**src/rtl/mode_scheduler.sv**
```systemverilog
// mode_scheduler: launches one of six processor routines on a rising-edge
// mode request and sequences the processor through LOAD/RUN/DONE. It
// queues one request that arrives while a routine is in flight, and enters
// FAULT if a routine runs past TIMEOUT cycles.
//
// Ports:
//   clk, reset            rising-edge clock, synchronous active-high reset
//   mode_xor..mode_mul    mode request levels (indices 0..5)
//   proc_halt             processor reached end of routine
//   fault_clr             leave FAULT
//   proc_reset            holds processor in reset (low only in RUN)
//   pc_start              routine base address = index * SEG_SIZE
//   start / done          one-cycle pulses at launch / completion
//   busy                  high in LOAD and RUN
//   active_mode           index of current or most recent routine
//   conflict              one-cycle pulse on a rejected multi-edge request
//   overflow              sticky; request dropped with pending slot full
//   fault                 high in FAULT
//   cycle_count           RUN cycles of current or most recent routine
module mode_scheduler #(
  parameter int ADDR_W   = 32,
  parameter int SEG_SIZE = 256,
  parameter int TIMEOUT  = 1024,
  parameter int CNT_W    = 16
) (
  input  logic              clk,
  input  logic              reset,
  input  logic              mode_xor,
  input  logic              mode_rshift,
  input  logic              mode_lshift,
  input  logic              mode_ecae,
  input  logic              mode_dcae,
  input  logic              mode_mul,
  input  logic              proc_halt,
  input  logic              fault_clr,
  output logic              proc_reset,
  output logic [ADDR_W-1:0] pc_start,
  output logic              start,
  output logic              busy,
  output logic              done,
  output logic [2:0]        active_mode,
  output logic              conflict,
  output logic              overflow,
  output logic              fault,
  output logic [CNT_W-1:0]  cycle_count
);

  typedef enum logic [2:0] {IDLE, LOAD, RUN, DONE, FAULT} state_t;

  state_t     state, state_n;
  logic [5:0] mode_in, mode_prev, rise;
  logic       req_valid, multi;
  logic [2:0] req_idx;
  logic       pend_v;
  logic [2:0] pend_idx;
  logic       launch, pop;
  logic [2:0] launch_idx;

  assign mode_in = {mode_mul, mode_dcae, mode_ecae, mode_lshift, mode_rshift, mode_xor};
  assign rise    = mode_in & ~mode_prev;

  // Exactly one edge forms a request; two or more are rejected outright.
  assign req_valid = $onehot(rise);
  assign multi     = (|rise) && !req_valid;

  always_comb begin
    req_idx = 3'd0;
    for (int i = 0; i < 6; i++)
      if (rise[i]) req_idx = 3'(i);
  end

  // Next state. A fresh request in IDLE wins over the pending slot, which
  // stays occupied and is served after that routine's DONE.
  always_comb begin
    state_n    = state;
    launch     = 1'b0;
    pop        = 1'b0;
    launch_idx = req_idx;
    case (state)
      IDLE: begin
        if (req_valid) begin
          launch = 1'b1;
        end else if (pend_v) begin
          launch     = 1'b1;
          pop        = 1'b1;
          launch_idx = pend_idx;
        end
        if (launch) state_n = LOAD;
      end
      LOAD: state_n = RUN;
      RUN: begin
        if (proc_halt)                             state_n = DONE;
        else if (cycle_count == CNT_W'(TIMEOUT-1)) state_n = FAULT;
      end
      DONE: begin
        if (pend_v) begin
          launch     = 1'b1;
          pop        = 1'b1;
          launch_idx = pend_idx;
          state_n    = LOAD;
        end else begin
          state_n = IDLE;
        end
      end
      FAULT: if (fault_clr) state_n = IDLE;
      default: state_n = IDLE;
    endcase
  end

  always_ff @(posedge clk) begin
    if (reset) state <= IDLE;
    else       state <= state_n;
  end

  // Edge registers, pending slot and the sticky overflow flag.
  always_ff @(posedge clk) begin
    if (reset) begin
      mode_prev <= '0;
      pend_v    <= 1'b0;
      pend_idx  <= 3'd0;
      overflow  <= 1'b0;
      conflict  <= 1'b0;
    end else begin
      mode_prev <= mode_in;
      conflict  <= multi;
      if (state == FAULT) begin
        pend_v <= 1'b0;
      end else begin
        if (pop) pend_v <= 1'b0;
        // A request in DONE while the slot is being consumed still sees it
        // full and is dropped.
        if (req_valid && (state == LOAD || state == RUN || state == DONE)) begin
          if (!pend_v) begin
            pend_v   <= 1'b1;
            pend_idx <= req_idx;
          end else begin
            overflow <= 1'b1;
          end
        end
      end
    end
  end

  // Launch registers and the RUN cycle counter. The counter holds on halt
  // so it reports the length of the last routine.
  always_ff @(posedge clk) begin
    if (reset) begin
      active_mode <= 3'd0;
      pc_start    <= '0;
      start       <= 1'b0;
      cycle_count <= '0;
    end else begin
      start <= (state == LOAD);
      if (launch) begin
        active_mode <= launch_idx;
        pc_start    <= ADDR_W'(launch_idx) * ADDR_W'(SEG_SIZE);
      end
      if (state == LOAD)                 cycle_count <= '0;
      else if (state == RUN && !proc_halt) cycle_count <= cycle_count + 1'b1;
    end
  end

  assign proc_reset = (state != RUN);
  assign busy       = (state == LOAD) || (state == RUN);
  assign done       = (state == DONE);
  assign fault      = (state == FAULT);

endmodule
```
**config.mk**
```make
export PLATFORM = sky130hd
export DESIGN_NAME = mode_scheduler
export DESIGN_NICKNAME = d
export VERILOG_FILES = /design/src/rtl/mode_scheduler.sv
export SDC_FILE = /design/constraint.sdc
export NUM_CORES = 1
export LEC_CHECK = 0
export ABC_AREA = 1
export BUFFER_PORTS_ARGS = -buffer_cell sky130_fd_sc_hd__buf_4
export CAP_MARGIN = 10
export CORE_MARGIN = 2
export CORE_UTILIZATION = 30
export DETAILED_ROUTE_END_ITERATION = 16
export RECOVER_POWER = 25
export SKIP_CTS_REPAIR_TIMING = 1
export SLEW_MARGIN = 20
export SYNTH_ARGS = -nofsm -noshare
export SYNTH_HDL_FRONTEND = slang
export SYNTH_SLANG_ARGS = --single-unit
```
**constraint.sdc**
```tcl
create_clock -name clk -period 5.7 [get_ports clk]
set_input_delay 0.285 -clock clk [delete_from_list [all_inputs] [get_ports clk]]
set_output_delay 0.285 -clock clk [all_outputs]
set_load 0.02 [all_outputs]
```
==> summary.txt, run 1 <==
Setup path
  • Worst path max stage delay: 0.52 ns
  • Nature of the critical path endpoint: register
  • Launching point of the worst reg2reg path: mode_prev[3]$_SDFF_PP0_
  • CP Class: register to register
  • Critical Path AT: 3.38 ns
  • Crit Path Max Fanout: 5
  • Reg2Reg Depth: 13
  • R2r setup slk: 2.47 ns
  • Type of origin of the critical path: register
  • Worst Setup SP: mode_prev[3]$_SDFF_PP0_
  • Critical R2R Capture: pend_idx[0]$_SDFFE_PP0P_
  • Worst-path cell chain: or2_1 > inv_1 > fa_1 > inv_1 > fa_1 > inv_1 > ha_1 > fa_1 > nand3b_1 > nor3_2 > nand2_1 > o21ai_1 > nor2_1
  • CP max-delay cell: fa_1
  • WP data required: 5.86 ns

Power and ir drop
  • Switching Power: 0.311 mW
  • Clock power frac: 26.0%
  • PwrDens: around 320 nW/um^2
  • Worst IR Drop VDD: 0.0000841 V
  • Sw frac: slightly below 40%
  • Total power: 0.781 mW
  • P_leak: 1.08 nW
  • Cell internal pwr: 0.470 mW
  • Sequential power share: roughly 38%
  • Comb power frac: 36.3%

Die
  • Die H: 88.3 um
  • Site Rows: 30
  • Total core area: a little under 7000 um^2
  • Die area: 7790 um^2
  • Die width: between 80 and 90 um
  • # IOs: 68
  • Initial Util: 31.2%

Routing
  • Drt drc: 0
  • Routed WL per cell: roughly 10 um
  • Routed vias/inst: 4.23
  • Post-Route WL: 4.53 mm
  • Initial DRC Count: ~120
  • Via count: roughly 1900
  • 1st-pass router iterations: 4
  • Post-route ant nets: 0

Global routing
  • Vias in the first global route: ~1600
  • Global-route wire length before repair: 7.54 mm
  • Largest net degree at the start of global routing: 15
  • Initial antenna violation count: 0
  • GRT Total Usage: 12.5%
  • GR Overflow Total: 0

Timing
  • Final Hold Viols: 0
  • Tightest Pin Transition: approximately 0.63 ns
  • Max Clock Skew: ~0.0036 ns
  • Final Max Slew Viols: 0
  • Fin crit share: 56.6%
  • RSZ-0062 raised after global routing: no
  • Final critical-path required period: 3.23 ns
  • Fmax: between 0.3 and 0.4 GHz
  • Rel. slew slack: roughly 58%
  • Setup violations, final: 0
  • Setup TNS: 0 ns

Synthesis
  • Syn_area_per_cell: 6.87 um^2
  • Gate Count Post-Synth: 310
  • Share of the synthesized area in the top cell type: 32.9%
  • Synth warn: 0
  • Cells taking the most area after synthesis: dfxtp_1 33%, nand2_1 12%, buf_4 11%
  • Synth unique cells: 30
  • #FFs+latches synth: 35
  • Area leader, netlist: dfxtp_1
  • Seq/Total Area, Yosys: between 30% and 40%
  • Synth Cell Area: about 2100 um^2

Place
  • RePlAce Congestion: 0.824
  • Final HPWL DP: 3.48 mm
  • IO buf count: 38
  • Area after DPL: 2380 um^2

Cells and area
  • Nets: about 360
  • Fill cells: around 770
  • Area Overhead vs Synth: 14.6%
  • Multi-input logic area: 1090 um^2
  • Inserted Diodes: 0
  • Most frequent cells in the layout: 68 x nand2_1, 41 x nor2_1, 39 x inv_1, 35 x dfxtp_1, 29 x conb_1
  • Commonest non-fill, non-tap cell in the layout: nand2_1
  • Register area: about 700 um^2
  • Post-route cell area: ~2400 um^2
  • Share of cells above drive strength 1: 15.5%

Worst hold path
  • Hold Crit Start: mode_dcae
  • Cell depth of the worst min-delay path: 3
  • Worst Hold Class: input port to register
  • Hold Crit Endpoint: mode_prev[4]$_SDFF_PP0_

Clock tree
  • Clock-pin slew on the worst setup and hold paths: 0.07 ns
  • CTS Root Cell: clkbuf_8
  • Clock sinks: 35
  • Max clock buf depth: 2
  • H-Tree Depth: 2
  • CTS tree: yes
  • TritonCTS Buffers: 5
  • Worst skew pair latency: 0.29 ns

Flow run
  • Max-Cap Viols: 0

Status
  • Status: completed
==> power groups by stage <==
stage / Clock, mW / Combinational (mW) / Sequential (mW)
after global placement: 0 / 0.295 / 0.300
after detailed placement: 0 / 0.299 / 0.301
after CTS: 0.209 / 0.303 / 0.295
after floorplan: 0 / 0.227 / 0.314
after global routing: 0.222 / 0.316 / 0.299
final: 0.203 / 0.284 / 0.295
==> cell type report <==
class                           instances  share of cell area, %
Clock buffer                            8                   4.10
Inverter                               47                   7.23
Multi-Input combinational cell        221                   44.9
Sequential cell                        35                   28.7
Tap cell                               96                   4.92
Timing Repair Buffer                   38                   10.2
==> synth_stat cells <==
| master | n |
|---|---|
| xor2_1 | 1 |
| clkinv_1 | 1 |
| buf_4 | 32 |
| buf_8 | 1 |
| o21a_1 | 2 |
| inv_2 | 7 |
| ha_1 | 3 |
| nor2_8 | 1 |
| a211oi_1 | 1 |
| nand3_1 | 11 |
| or2_1 | 1 |
| nor3_1 | 3 |
| nand4_1 | 4 |
| or2_0 | 3 |
| nor3_2 | 1 |
| nand3_4 | 3 |
| nand2_1 | 68 |
| conb_1 | 1 |
| dfxtp_1 | 35 |
| clkbuf_1 | 2 |
| nand3b_1 | 1 |
| inv_1 | 39 |
| fa_1 | 3 |
| o21ai_2 | 1 |
| o21ai_1 | 15 |
| o21ai_0 | 5 |
| a31oi_1 | 1 |
| nor2_1 | 41 |
| a21oi_1 | 17 |
| nor2_2 | 6 |
==> kinds of logic after synthesis <==
kind of cell	after synthesis	share of synthesized area, %
AND/OR/NAND/NOR	143	30.8
buffers and inverters	82	20.6
AO/OA/AOI/OAI	42	10.5
flip-flops	35	32.9
adder cells (fa/ha/maj)	6	4.58
XOR/XNOR	1	0.411
other	1	0.176
==> metrics by stage <==
stage,instances,worst slack (ns),hold slack [ns],utilization [%]
2_1_floorplan,338,2.66,0.354,-
3_5_place_dp,437,2.35,0.460,34.8
5_1_grt,445,2.29,0.212,35.7
3_3_place_gp,437,2.47,0.472,34.8
6_report,445,2.47,0.201,35.7
4_1_cts,445,2.49,0.198,36.3
==> flip-flops by register name, indices dropped and copies added, names as in the netlist <==
register and cells:
pc_start 3, overflow 1, cycle_count 16, state 3
mode_prev 6, conflict 1, pend_idx 3, start 1
pend_v 1
==> critical path, delay by kind of cell, from the launching register on <==
family	cells	cell delay, ns
AOI/OAI and AO/OA	1	0.15
adders and majority gates	4	1.63
buffers and inverters	3	0.16
and+or+nand+nor	5	0.82
DFF	1	0.32
==> per-layer routing <==
metal | vias to the layer above | global-route usage (%) | part of all wire (%)
met4 | 0 | 6.61 | 2.9
met5 | - | 0 | 0
li1 | 977 | - | -
met2 | 60 | 19.8 | 47
met3 | 11 | 2.61 | 5.5
met1 | 835 | 15.9 | 45
==> how the worst max path moves through the flow <==
stage	end	slack, ns	depth (start not counted)
global route	pend_idx[0]$_SDFFE_PP0P_	2.29	13
global placement	pend_idx[0]$_SDFFE_PP0P_	2.47	15
floorplan	pend_idx[0]$_SDFFE_PP0P_	2.66	14
finish	pend_idx[0]$_SDFFE_PP0P_	2.47	13
detailed placement	pend_idx[0]$_SDFFE_PP0P_	2.35	15
CTS	pend_v$_SDFF_PP0_	2.49	14
Note: power is estimated with default switching activity, not from simulation.
==> inputs of run 2 (changes only) <==
clock period = 3.4 ns   (was 5.7 ns; I/O delays follow)
==> summary.txt, run 2 (synthesis gave the netlist of run 1 again) <==
Die
  • Die area: 7790 um^2 (unchanged)
  • Die width: 88.3 um (unchanged)
  • Initial Util: 31.2% (unchanged)
  • Total core area: 6830 um^2 (unchanged)
  • # IOs: 68 (unchanged)
  • Site Rows: 30 (unchanged)
  • Die H: 88.3 um (unchanged)

Setup path
  • Worst-path cell chain: or2_1 > inv_1 > fa_1 > inv_1 > fa_1 > inv_1 > ha_1 > fa_1 > nand3b_1 > nor3_2 > nand2_1 > o21ai_1 > nor2_1
  • CP max-delay cell: fa_1
  • Critical Path AT: 3.36 ns (-0.02 ns)
  • Type of origin of the critical path: register
  • WP data required: 3.58 ns (-2.28 ns)
  • CP Class: register to register
  • Worst path max stage delay: 0.53 ns (about the same)
  • Nature of the critical path endpoint: register
  • Crit Path Max Fanout: 5 (unchanged)

Timing
  • RSZ-0062 raised after global routing: no
  • Final Max Slew Viols: 0 (unchanged)
  • Setup TNS: 0 ns (unchanged)
  • Final critical-path required period: 3.18 ns (-0.0485 ns)
  • Max Clock Skew: 0.00606 ns (+0.00242 ns)
  • Fmax: 0.315 GHz (+1.5%)
  • Final Hold Viols: 0 (unchanged)
  • Setup violations, final: 0 (unchanged)
  • Fin crit share: 93.5% (+37 points)
  • Fin Hold WS: 0.0907 ns (-0.110 ns)

Routing
  • Routed WL per cell: 9.99 um (-1.7%)
  • Routed vias/inst: 4.21 (-0.58%)
  • Drt drc: 0 (unchanged)
  • Via count: 1872 (-0.58%)
  • 1st-pass router iterations: 4 (unchanged)
  • Initial DRC Count: 113 (-5.0%)
  • Post-route ant nets: 0 (unchanged)
  • Post-Route WL: 4.45 mm (-1.7%)

Cells and area
  • Finished Core Util: 35.8% (+0.11 points)
  • Largest registers: cycle_count x16, mode_prev x6
  • Biggest register: cycle_count
  • Share of cells above drive strength 1: 16.0% (+0.57 points)
  • Max reg flops: 16 (unchanged)
  • Commonest non-fill, non-tap cell in the layout: nand2_1
  • Nets: 364 (unchanged)
  • Fill cells: 773 (+0.13%)
  • Area Overhead vs Synth: 14.9%
  • Inserted Diodes: 0 (unchanged)
  • Most frequent cells in the layout: 68 x nand2_1, 41 x nor2_1, 39 x inv_1, 35 x dfxtp_1, 30 x buf_4

Power and ir drop
  • P_leak: 1.09 nW (+0.72%)
  • Worst IR Drop VDD: 0.000156 V (+86%)
  • PwrDens: 535 nW/um^2 (+67%)
  • Clock power frac: 25.8% (-0.2 points)
  • Comb power frac: 36.5% (+0.2 points)
  • Cell internal pwr: 0.792 mW (+68%)
  • Sw frac: 39.4% (-0.35 points)
  • Sequential power share: 37.6% (about the same)
  • Switching Power: 0.516 mW (+66%)

Status
  • Status: completed

Clock tree
  • Clock sinks: 35 (unchanged)
  • Clock-pin slew on the worst setup and hold paths: 0.07 ns (about the same)
  • CTS Root Cell: clkbuf_8
  • H-Tree Depth: 2 (unchanged)
  • CTS tree: yes
  • Max clock buf depth: 2 (unchanged)
  • Worst skew pair latency: 0.29 ns (about the same)
  • TritonCTS Buffers: 5 (unchanged)

Global routing
  • GRT Total Usage: 12.1% (-0.40 points)
  • GR Overflow Total: 0 (unchanged)
  • Global-route wire length before repair: 7.37 mm (-2.3%)
  • Vias in the first global route: 1646 (+0.061%)
  • Initial antenna violation count: 0 (unchanged)
  • Largest net degree at the start of global routing: 15 (unchanged)

Place
  • Final HPWL DP: 3.47 mm (-0.31%)
  • IO buf count: 38 (unchanged)
  • RePlAce Congestion: 0.825 (+0.12%)

Flow run
  • Max-Cap Viols: 0 (unchanged)

Worst hold path
  • Worst Hold Class: input port to register
-- run 2: cell types whose count changed in the layout (fill, tap and decap cells not counted) --
cell | before | now
buf_4 | 28 | 30
clkbuf_1 | 11 | 9
-- run 2: worst max-delay path, delay by kind of cell (launching register included) --
family / cells / cell delay (ns)
and+or+nand+nor: 5 / 0.82
DFF: 1 / 0.32
buffers and inverters: 3 / 0.15
AOI/OAI and AO/OA: 1 / 0.15
adders and majority gates: 4 / 1.62
-- run 2: final cells by class --
| type | count | area, um^2 | share of cell area, % |
|---|---|---|---|
| Multi-Input combinational cell | 221 | 1090 | 44.7 |
| Sequential cell | 35 | 701 | 28.6 |
| Timing Repair Buffer | 38 | 255 | 10.4 |
| Inverter | 47 | 176 | 7.21 |
| Tap cell | 96 | 120 | 4.91 |
| Clock buffer | 8 | 100 | 4.09 |
-- run 2: final timing paths --
kind / startpoint / to / slack, ns / cells after the start
worst min register to register: overflow$_SDFFE_PP0P_ / overflow$_SDFFE_PP0P_ / 0.48 / 1
worst max register to register: mode_prev[3]$_SDFF_PP0_ / pend_idx[0]$_SDFFE_PP0P_ / 0.22 / 13
worst min-delay path: mode_mul / mode_prev[5]$_SDFF_PP0_ / 0.09 / 3
worst max-delay path: mode_prev[3]$_SDFF_PP0_ / pend_idx[0]$_SDFFE_PP0P_ / 0.22 / 13
-- run 2: metal layers --
| metal | routed length [um] | up-vias | global-route usage, % |
|---|---|---|---|
| met5 | 0 | - | 0 |
| met4 | 75 | 0 | 4.68 |
| met1 | 2080 | 840 | 15.4 |
| met3 | 218 | 6 | 2.61 |
| met2 | 2080 | 47 | 20.0 |
| li1 | - | 979 | - |
-- run 2: power by group through the flow --
stage                     registers (mW)  logic [mW]  clock network, mW
final                              0.492       0.478              0.338
after detailed placement           0.503       0.505                  0
after CTS                          0.494       0.507              0.350
after global placement             0.503       0.495                  0
after global routing               0.500       0.534              0.370
after floorplan                    0.527       0.381                  0
-- run 2: metrics by stage --
stage                     cells  total power [mW]  worst slack [ns]  instance area [um^2]
after floorplan             338             0.907             0.413                  2230
after global placement      437             0.998             0.288                  2380
after detailed placement    437              1.01             0.183                  2380
after CTS                   445              1.35             0.222                  2480
after global routing        445              1.40           0.00459                  2450
final                       445              1.31             0.221                  2450
